<file path="src/rtl/pipe_stage_buf.sv">
// Elastic pipeline buffer: DEPTH-entry circular FIFO between two stages,
// with stall (hold), synchronous flush and asynchronous reset.
module pipe_stage_buf #(
  parameter int                 DATA_W  = 64,
  parameter int                 DEPTH   = 2,
  parameter logic [DATA_W-1:0]  RST_VAL = '0
) (
  input  logic                      clk_100MHz,
  input  logic                      arst_n,
  input  logic                      flush_i,
  input  logic                      hold_ena_i,
  input  logic                      in_valid_i,
  input  logic [DATA_W-1:0]         in_data_i,
  output logic                      in_ready_o,
  output logic                      out_valid_o,
  output logic [DATA_W-1:0]         out_data_o,
  input  logic                      out_ready_i,
  output logic [$clog2(DEPTH):0]    count_o
);

  localparam int AW = $clog2(DEPTH);
  localparam logic [AW:0] L_FULL = (AW+1)'(DEPTH);

  logic [DATA_W-1:0] r_mem [DEPTH];
  logic [AW-1:0]     r_wptr;
  logic [AW-1:0]     r_rptr;
  logic [AW:0]       r_count;

  logic w_full;
  logic w_empty;
  logic w_push;
  logic w_pop;

  assign w_full  = (r_count == L_FULL);
  assign w_empty = (r_count == '0);

  // Ready is gated by reset so upstream sees back-pressure while held.
  assign in_ready_o  = arst_n && !w_full && !hold_ena_i && !flush_i;
  assign out_valid_o = !w_empty && !hold_ena_i;
  assign out_data_o  = w_empty ? RST_VAL : r_mem[r_rptr];
  assign count_o     = r_count;

  assign w_push = in_valid_i && in_ready_o;
  assign w_pop  = out_valid_o && out_ready_i && !flush_i;

  always_ff @(posedge clk_100MHz or negedge arst_n) begin
    if (!arst_n) begin
      r_wptr  <= '0;
      r_rptr  <= '0;
      r_count <= '0;
    end else if (flush_i) begin
      r_wptr  <= '0;
      r_rptr  <= '0;
      r_count <= '0;
    end else begin
      if (w_push) r_wptr <= r_wptr + 1'b1;
      if (w_pop)  r_rptr <= r_rptr + 1'b1;
      unique case ({w_push, w_pop})
        2'b10:   r_count <= r_count + 1'b1;
        2'b01:   r_count <= r_count - 1'b1;
        default: r_count <= r_count;
      endcase
    end
  end

  // Payload storage needs no reset; empty state masks it on the output.
  always_ff @(posedge clk_100MHz) begin
    if (w_push) r_mem[r_wptr] <= in_data_i;
  end

endmodule

</file>
<file path="config.mk">
export PLATFORM = sky130hd
export DESIGN_NAME = pipe_stage_buf
export DESIGN_NICKNAME = d
export VERILOG_FILES = /design/src/rtl/pipe_stage_buf.sv
export SDC_FILE = /design/constraint.sdc
export NUM_CORES = 1
export LEC_CHECK = 0
export ABC_AREA = 1
export ABC_CLOCK_PERIOD_IN_PS = 5140
export CORE_MARGIN = 3
export CORE_UTILIZATION = 49
export CTS_CLUSTER_DIAMETER = 100
export DETAILED_ROUTE_END_ITERATION = 16
export PLACE_DENSITY_LB_ADDON = 0.1
export SYNTH_ARGS = -nofsm -noshare
export SYNTH_HDL_FRONTEND = slang
export SYNTH_SLANG_ARGS = --single-unit
</file>
<file path="constraint.sdc">
create_clock -name clk_100MHz -period 5.14 [get_ports clk_100MHz]
set_input_delay 1.028 -clock clk_100MHz [delete_from_list [all_inputs] [get_ports clk_100MHz]]
set_output_delay 1.028 -clock clk_100MHz [all_outputs]
set_load 0.01 [all_outputs]
</file>
# Word level (Yosys, flattened, before mapping)

Memories as Yosys holds them, arrays and structs flattened.
Index checks and enable logic that the tools add are counted.

Register bits: 4
Latch bits: 0
Bits in writable memories: 128
Memory bits (read-only): 0
Bits of input ports: 70
Word-level logic and storage cells: 35
Memories kept: 1

Add/subtract/negate cells: 4
$mul: 0
Divide/modulo/power cells: 0
Magnitude comparators: 0
Equal/unequal tests: 3
Shift-type cells: 0
Muxes and demuxes: 9
Bitwise logic cells: 0
Reduce and logical (&&, ||, !) cells: 15

Memory list:

| memory | words | width | read ports | clocked after memory_dff | wr ports | line | text |
|---|---|---|---|---|---|---|---|
| r_mem  | 2     | 64    | 1          | 0                        | 1        | 24   | `logic [DATA_W-1:0] r_mem [DEPTH];` |

Operator list:

| cell                                                                   | count |
|---|---|
| 64-bit 2-to-1 mux                                                      | 1 |
| 1-bit logical AND                                                      | 7 |
| 1-bit 2-to-1 mux                                                       | 6 |
| 2-bit equality test (second input constant)                            | 2 |
| 1-bit logical NOT                                                      | 4 |
| 2-bit case mux with 2 select lines                                     | 1 |
| 2-bit nonzero test                                                     | 2 |
| 3-bit nonzero test                                                     | 1 |
| 1-bit adder (second input constant)                                    | 2 |
| 2-bit by 1-bit adder with 2-bit output (second input constant)         | 1 |
| 2-bit by 1-bit equality test with 1-bit output (second input constant) | 1 |
| 2-bit logical NOT                                                      | 1 |
| 2-bit 2-to-1 mux                                                       | 1 |
| 2-bit by 1-bit subtractor with 2-bit output (second input constant)    | 1 |

# Longest topological paths before layout

Gate-level depths: netlist of the first run.

Word-level depth: 9
Gate-level depth with buffers: 8
Gate-level depth less buffers: 8

# Worst setup path after synthesis of the first run

OpenSTA, ideal clock, no wires.

Kind: input-to-reg
Start: in arst_n
End: mem r_mem[0][0] (enable)
Setup time: 0.487 ns
Arrival: 3.987 ns
Slack: 0.666 ns
Stages on the path: 4
Path buffers: 0
Cell sequence: inv_1 > nor2_1 > nand4_2 > nor2_1

Longest elaborated chain between the ends: 6

RTL lines:

| element                                | line | text |
|---|---|---|
| start, declared                        | 9    | `input logic arst_n,` |
| 1-bit logical AND (3 in a row)         | 38   | `assign in_ready_o = arst_n && !w_full && !hold_ena_i && !flush_i;` |
| 1-bit logical AND                      | 43   | `assign w_push = in_valid_i && in_ready_o;` |
| 1-bit 2-to-1 mux                       | 68   | `if (w_push) r_mem[r_wptr] <= in_data_i;` |
| 1-bit 2-to-1 mux (implied by the code) | 68   |  |
| end, declared                          | 24   |  |

No other way between the ends.

# Worst setup path after layout of the first run

Start: reg r_count[0], in the netlist count_o[0]
End: out out_data_o[43]

Longest elaborated chain between the ends: 2

RTL lines:

| element                | line | text |
|---|---|---|
| start, declared        | 27   | `logic [AW:0] r_count;` |
| start signal, assigned | 59   | `2'b10: r_count <= r_count + 1'b1;` |
| start signal, assigned | 60   | `2'b01: r_count <= r_count - 1'b1;` |
| start signal, assigned | 61   | `default: r_count <= r_count;` |
| 2-bit logical NOT      | 35   | `assign w_empty = (r_count == '0);` |
| 64-bit 2-to-1 mux      | 40   | `assign out_data_o = w_empty ? RST_VAL : r_mem[r_rptr];` |
| end, declared          | 16   | `output logic [DATA_W-1:0] out_data_o,` |

No other way between the ends.

==> impl_metrics.toml, run 1 <==
[logic_synthesis]
ys_seq_elements = 132
ys.warnings.count = 0
asyncSetResetFlopFracSynth = 0.0303
synth.lib_cells_used.distinct = 21
syn_inst_count = 383
synth_sequential_area_ratio = 0.747
synth_top_cells_by_count = "134 x nand2_1, 128 x edfxtp_1, 50 x a21oi_2, 15 x a21oi_1, 13 x buf_2"
postSynthAreaPerCell_sq_um = 13.8
synth_top_area_cell = "edfxtp_1"
number_of_enable_type_register_cells_in_the_synthesized_netlist = 128
synth.area.top_cells = "edfxtp_1 73%, nand2_1 9.5%, a21oi_2 8.3%"
yosysMostFrequentCell = "nand2_1"
yosys.area.top_type_share = 0.728
synthesis.area_sq_um = 5280
syn-num-nets = 453
ys.flop_type = "edfxtp_1"

[setup_path]
path_max_fanout = 37
worst_setup_path_end_kind = "output pin"
timing.critical_path.required_ns = 4.11
critPathArrivalTime_ns = 2.91
critical_path.startpoint_type = "flop"
worstSetupPathType = "reg -> out"

[clock_network]
path_clk_slew_ns = 0.06
clkSinkCount = 132
numCtsBuffers = 17
ctsRootBufferMaster = "clkbuf_8"
cts.repair.resized = 0
htree_num_levels = 4
cts_post_setup_buffers_inserted = 0
postCtsHoldBufs = 0
cts_max_path_buffers = 2
tritoncts = "done"
insertion_delay_of_the_later_clocked_pin_in_the_worst_skew_pair_ns = 0.50

[routing]
met2WireLength_mm = 5.59
detail_route.wirelength_mm = 10.8
drc_violation_count_after_routing = 0
drt-initial-drc-count = 171
m1WireLength_mm = 4.32
topRoutingLayerUsed = "met4"
wl_met3_um = 694
detail_route.first_pass.iterations = 4
detailroute.via_count = 3383
ant_nets = 0
vias_per_cell = 5.04
avgRoutedWirePerCell_um = 16.1

[global_routing]
grt_overflow_total = 0
number_of_global_route_vias_before_repair = 3356
gr-usage-all-layers = 0.184
antenna_found_initial = 0
maximum_number_of_pins_on_one_net_before_global_route_repair = 67
wire_length_of_the_first_global_routing_pass_mm = 16.5

[timing]
timing.max_slew.rel_slack = 0.198
report.final.slew_viol_count = 0
grt_setup_unrepaired = "false"
hold_violations = 0
timing.fmax_ghz = 0.254
max_slew.worst_pin.slew_ns = 1.20
setup_viol = 0
fin_skew_ns = 0.00446
final.period_utilization = 0.765
setup_total_negative_slack_ns = 0
finalWorstPathRequiredPeriod_ns = 3.93

[placement]
place_congestion = 0.903
number_of_buffer_cells_added_on_primary_ports = 137
place.detailed.instances = 639
hpwlAfterDp_mm = 6.70

[pwr]
powerDensity_nw_per_um2 = 438
power.leakage_nw = 2.51
maximum_resistive_drop_on_vdd_v = 0.000250

[floorplanning]
fp.dieArea_sq_um = 12100
core-area_sq_um = 10400
chipHeight_um = 110
std_cell_rows = 37
die_w_um = 110
number_of_ports_placed_on_the_die_boundary = 138
initial_core_utilization = 0.507

[run]
cap_viol_max_count = 0

[layout]
area_growth_pct = 38.8
antenna_cells = 0
final_net_count = 592
layout.cells.non_filler = 671
post_route_cells_drive_above_1_share = 0.191

[hold_path]
hp-class = "reg -> reg"

[status]
run_status = "complete, no violations"
-- final timing paths --
check                                start             end  slack (ns)  cells after the start
worst max-delay path            count_o[0]  out_data_o[43]        1.21                      6
worst min-delay path                r_wptr          r_wptr        0.59                      1
worst max register to register  count_o[0]    r_mem[0][41]        2.95                      5
worst min register to register      r_wptr          r_wptr        0.59                      1
max in group asynchronous           arst_n          r_rptr        4.18                      1
min in group asynchronous           arst_n          r_wptr        0.75                      1
-- state kept, by name, indices dropped and copies added (netlist names) --
signal and flops:
r_mem 128, count_o 2, r_rptr 1, r_wptr 1
-- stage by stage --
stage                     hold slack (ns)  area [sq um]  setup slack [ns]  total power [W]   util
after floorplan                     0.482          5280             0.666          0.00169      -
after global placement              0.599          6760              1.66          0.00209  0.649
after detailed placement            0.592          6760              1.65          0.00209  0.649
after CTS                           0.601          7330              1.12          0.00324  0.704
after global routing                0.663          7330              1.02          0.00334  0.704
final                               0.594          7330              1.21          0.00321  0.704
-- where the power goes --
part | switching, W | internal, W | total, W
Sequential | 0.0000143 | 0.00121 | 0.00122
Combinational | 0.000438 | 0.000401 | 0.000839
Clock | 0.000448 | 0.000695 | 0.00114
-- layout by cell type (no fill, tap or decap), types with 2 or more instances in the layout --
cell type	Yosys	layout
clkdlybuf4s50_1	0	137
nand2_1	134	134
edfxtp_1	128	128
a21oi_2	50	50
clkbuf_16	0	16
a21oi_1	15	15
inv_2	5	5
nand3_1	5	5
clkinv_4	0	5
clkinv_2	0	3
inv_1	4	3
nor2_4	1	3
nor2_1	5	3
clkinvlp_4	0	3
dfrtp_1	4	3
nand2_2	2	2
nand4_1	2	2
o21ai_0	2	2
bufinv_16	0	2
buf_12	0	2
buf_4	0	2
-- worst max-delay path: stages, from the launching register on --
cell             delay (ns)
dfrtp_1                0.42
inv_2                  0.08
nand2_4                0.10
clkinv_2               0.45
buf_4                  0.51
a21oi_1                0.23
clkdlybuf4s50_1        0.58
-- cell families after synthesis --
kind of cell,Yosys count,synth area share
AOI/OAI and AO/OA,67,0.0990
and+or+nand+nor,154,0.121
DFF,132,0.747
buffers and inverters,30,0.0329
-- metal layers --
layer  global-route usage  vias to the layer above
li1                     -                     1629
met1                0.218                     1633
met3               0.0581                       16
met5                    0                        -
met2                0.315                      105
met4               0.0668                        0
-- layout make-up --
cell class              count  area [sq um]
repair buffers            141          1430
inverters                   9          35.0
flip-flops and latches    132          3950
clock buffers              18           418
fillers                   711          3090
well taps                 136           170
multi-input cells         221          1180
clock inverters            14           156
Note: power is estimated with default switching activity, not from simulation.
==> run 2: changes to the inputs <==
Settings changed: ABC_CLOCK_PERIOD_IN_PS 5140 to 3760.
Clock period 5.14 ns to 3.76 ns, I/O delays scaled along.
==> impl_metrics.toml, run 2 (synthesized netlist as in run 1, its figures left out) <==
[clock_network]
cts_max_path_buffers = 2
postCtsHoldBufs = 0
cts_post_setup_buffers_inserted = 0
path_clk_slew_ns = 0.06
tritoncts = "done"
numCtsBuffers = 17
clkSinkCount = 132
ctsRootBufferMaster = "clkbuf_8"
htree_num_levels = 4
cts.repair.resized = 0
insertion_delay_of_the_later_clocked_pin_in_the_worst_skew_pair_ns = 0.50

[layout]
layout.cells.non_filler = 675
final_common_cell = "clkdlybuf4s50_1"
final_net_count = 596
most-common-layout-cells = "137 x clkdlybuf4s50_1, 134 x nand2_1, 128 x edfxtp_1, 50 x a21oi_2, 16 x clkbuf_16"
registers.top_by_ff_count = "r_mem"
antenna_cells = 0
post_route_cells_drive_above_1_share = 0.195
postLayoutCoreUtil = 0.700
largest_register_ffs = 128
area_growth_pct = 38.1

[routing]
detail_route.wirelength_mm = 11.0
vias_per_cell = 5.04
detailroute.via_count = 3403
detail_route.first_pass.iterations = 4
ant_nets = 0
drt-initial-drc-count = 245
drc_violation_count_after_routing = 0
avgRoutedWirePerCell_um = 16.3

[pwr]
powerDensity_nw_per_um2 = 582
clock_power_share = 0.333
p_sw_w = 0.00123
power.total_w = 0.00425
power.leakage_nw = 2.49
maximum_resistive_drop_on_vdd_v = 0.000331
p_int_w = 0.00302
seq_power_share = 0.397
switching_share = 0.288
comb_power_share = 0.271

[timing]
report.final.slew_viol_count = 0
max_slew.worst_pin.slew_ns = 0.593
setup_ws_ns = 0.366
fin_skew_ns = 0.00582
setup_viol = 0
timing.fmax_ghz = 0.295
final.period_utilization = 0.903
grt_setup_unrepaired = "false"
timing.max_slew.rel_slack = 0.605
finalWorstPathRequiredPeriod_ns = 3.39
hold_violations = 0

[setup_path]
worst_setup_path_end_kind = "output pin"
path_max_fanout = 36
r2r_slack_ns = 1.94
critical_path.startpoint_type = "flop"
worst_path_buffer_plus_inverter_count = 2
beginning_of_the_worst_register_to_register_path = "count_o[0]"
worstSetupPathType = "reg -> out"
path_delay_family = "buffers and inverters"
critical_path.cell_chain = "buf_4, nand2_1, a21oi_2, clkdlybuf4s50_1"
timing.critical_path.required_ns = 3.01
worst_path_max_delay_cell = "dfrtp_2"
crit_path_max_incr_delay_ns = 0.74
critPathArrivalTime_ns = 2.64
critical_path.startpoint = "r_rptr"

[global_routing]
gr-usage-all-layers = 0.185
grt_overflow_total = 0
number_of_global_route_vias_before_repair = 3418
maximum_number_of_pins_on_one_net_before_global_route_repair = 47
wire_length_of_the_first_global_routing_pass_mm = 16.8
antenna_found_initial = 0

[hold_path]
hp-class = "in -> async"

[floorplanning]
chipHeight_um = 110
core-area_sq_um = 10400
die_w_um = 110
std_cell_rows = 37
fp.dieArea_sq_um = 12100
number_of_ports_placed_on_the_die_boundary = 138
initial_core_utilization = 0.507

[placement]
number_of_buffer_cells_added_on_primary_ports = 137
place_worst_setup_slack_ns = 0.811
hpwlAfterDp_mm = 6.96
place_congestion = 0.849
place.detailed.instances = 643

[status]
run_status = "complete, no violations"

[run]
cap_viol_max_count = 0
run 2: cell count changes in the layout (fill, tap and decap cells not counted), sizes merged:
cell / before / now
clkinvlp: 3 / 7
buf: 4 / 8
clkbuf: 18 / 17
inv: 10 / 12
bufinv: 2 / 0
clkinv: 8 / 5
run 2: final timing paths:
path / endpoint / depth (start not counted)
setup / recovery: out_data_o[26] / 4
hold / removal: count_o[1] / 1
setup reg to reg: r_mem[0][50] / 5
hold reg to reg: r_wptr / 1
max in group asynchronous: r_rptr / 1
min in group clk_100MHz: r_wptr / 1
run 2: metrics by stage:
| stage | hold slack (ns) | TNS, ns | area (sq um) |
|---|---|---|---|
| after CTS | 0.448 | 0 | 7300 |
| after floorplan | 0.456 | -56.06 | 5280 |
| final | 0.479 | 0 | 7300 |
| after global routing | 0.464 | 0 | 7300 |
| after global placement | 0.578 | 0 | 6770 |
| after detailed placement | 0.606 | 0 | 6770 |
run 2: layout make-up:
cell class | count | area [sq um]
Sequential cell | 132 | 3950
Fill cell | 763 | 3120
Multi-Input combinational cell | 221 | 1180
Clock buffer | 17 | 414
Clock inverter | 15 | 109
Tap cell | 136 | 170
Timing Repair Buffer | 145 | 1440
Inverter | 9 | 35.0
run 2: worst reg2reg max path: cells and delay by family, from the launching register on:
family,cells,cell delay (ns)
and+or+nand+nor,3,0.48
DFF,1,0.43
buffers and inverters,2,0.53
run 2: routing by layer:
layer | track usage | share of wire | vias to the layer above | wire (um)
met3 | 0.0593 | 0.066 | 8 | 726
li1 | - | - | 1638 | -
met1 | 0.221 | 0.41 | 1654 | 4530
met4 | 0.0837 | 0.013 | 0 | 144
met2 | 0.306 | 0.51 | 103 | 5590
met5 | 0 | 0 | - | 0
run 2: power groups by stage:
stage	clock [W]	combinational [W]	sequential (W)
after floorplan	0	0.000604	0.00171
after global placement	0	0.00115	0.00172
after detailed placement	0	0.00116	0.00172
after CTS	0.00145	0.00117	0.00169
after global routing	0.00152	0.00124	0.00169
final	0.00141	0.00115	0.00169
==> RTL change, RTL diff (flow settings as in run 2) <==
Make the reset (`arst_n`) synchronous in one clocked block. Comments in the files are not updated.
--- a/src/rtl/pipe_stage_buf.sv
+++ b/src/rtl/pipe_stage_buf.sv
@@ -45,3 +45,3 @@
 
-  always_ff @(posedge clk_100MHz or negedge arst_n) begin
+  always_ff @(posedge clk_100MHz) begin
     if (!arst_n) begin
Behaviour: differs if arst_n is asserted again (counterexample within 4 cycles, from zero or initial values and one cycle with arst_n low); with arst_n held inactive, the same outputs for 10 cycles.
==> RTL change against run 2 <==
Cell count grew 0.30%; synthesized area fell by 0.57%; die area is 0.55% lower; sequential cell count rose by 1; worst setup slack improved by 0.016 ns; final area is 0.21% lower; sequential share of layout area up 0.11 points; synthesized cell count is 0.78% higher; wire length is 0.60% higher.
Power is not compared: it rests on default switching activity, and its combinational part moved more than twofold at a synthesized area within 25%.
==> RTL change: results (changes against run 2) <==
[status]
outcome=finished clean  ; unchanged

[placed_design]
place.gp.congestion=0.824  ; was 0.849
post-dp-hpwl_um=6940  ; was 6960 µm
place_inst=646  ; was 643

[synth]
synth_seq_area_share_pct=75.1  ; was 74.7%
syn_nets=457  ; was 453
netlist_top_cells_area=edfxtp_1, nand2_1, a21oi_2, dfxtp_1, a21oi_1  ; was edfxtp_1, nand2_1, a21oi_2, dfrtp_1, a21oi_1
avgSynthCellArea_um2=13.6  ; was 13.8 µm²
ys_types=19  ; was 21
yosys.area.top_type_share_pct=73.2  ; was 72.8%
synthTopCellsByCount=nand2_1, edfxtp_1, a21oi_2, a21oi_1, nor2_1  ; was nand2_1, edfxtp_1, a21oi_2, a21oi_1, buf_2
async_flop_share_pct=0  ; was 3.03%

[sta]
worst_slew_pin_slew_ns=0.600  ; was 0.593 ns
finClkSkew_ns=0.00830  ; was 0.00582 ns

[worst_setup_path]
cp.arrival_ns=2.63  ; was 2.64 ns
worst-path-max-fanout=28  ; was 36
critPathMaxStageDelay_ns=0.57  ; was 0.74 ns
slowest_stage=clkdlybuf4s50_1  ; was dfrtp_2

[finish]
final_nets=600  ; was 596
final_cells=677  ; was 675

[global_route]
grt_usage_pct=19.3  ; was 18.5%
grt_pass1_vias=3470  ; was 3418
grt_max_degree=57  ; was 47

[drt]
routed_via_density=4.97  ; was 5.04
drt-initial-drc-count=226  ; was 245

==> RTL change: cell types whose count changed in the layout (fill, tap and decap cells not counted), sizes merged, moves of 3 or more <==
| cell | run 2 | this run |
|---|---|---|
| nor2 | 7 | 12 |
| dfrtp | 4 | 0 |
| dfxtp | 0 | 5 |
| nand3 | 7 | 2 |
| clkinvlp | 7 | 3 |
| clkinv | 5 | 8 |
==> RTL change: layout make-up <==
class	instances	area (µm²)
multi-input cells	220	1130
clock buffers	19	422
repair buffers	144	1450
clock inverters	12	114
flip-flops and latches	133	3950
well taps	136	170
inverters	13	50.0
fillers	763	3090
==> RTL change: routing by layer <==
layer,up-vias,global-route usage (%),wire [µm]
li1,1635,-,-
met1,1601,23.1,4540
met2,120,33.1,5700
met3,11,6.05,673
met4,0,6.86,152
met5,-,0,0
==> RTL change: final timing paths <==
check | slack [ns] | endpoint | cells after the start | startpoint
worst max-delay path | 0.38 | out_data_o[1] | 6 | count_o[1]
worst min register to register | 0.55 | r_rptr | 4 | r_rptr
worst max register to register | 1.85 | r_mem[0][54] | 7 | count_o[0]
worst min-delay path | 0.55 | r_rptr | 4 | r_rptr
==> RTL change: report_power, final <==
part	total (µW)	leakage (µW)	switching [µW]	internal [µW]
combinational	133	0.000997	50.6	82.6
sequential	1640	0.00120	3.76	1640
clock	1480	0.000256	559	925
total	3260	0.00245	613	2650
==> RTL change: metrics by stage <==
stage	hold WS (ns)	cell area [µm²]	worst slack (ns)	total power (µW)
3_5_place_dp	0.536	6750	0.870	1810
5_1_grt	0.585	7280	0.204	3370
4_1_cts	0.545	7280	0.335	3280
6_report	0.545	7280	0.381	3260
2_1_floorplan	0.491	5250	0.486	1710
3_3_place_gp	0.530	6750	0.869	1800
==> RTL change: logic make-up (layout without fill, tap and decap cells) <==
| group | Yosys count | after routing | synth area share (%) |
|---|---|---|---|
| buf+inv | 33 | 188 | 3.50 |
| flops | 133 | 133 | 75.1 |
| compound gates | 68 | 68 | 10.1 |
| fa+ha+maj | 1 | 1 | 0.238 |
| simple gates | 151 | 151 | 11.1 |
==> RTL change: tightest hold or removal path: stages, from the launching register on <==
cell and delay (ns):
dfxtp_1 0.29, inv_1 0.06, nand2_1 0.05, inv_1 0.06, nor2_1 0.04
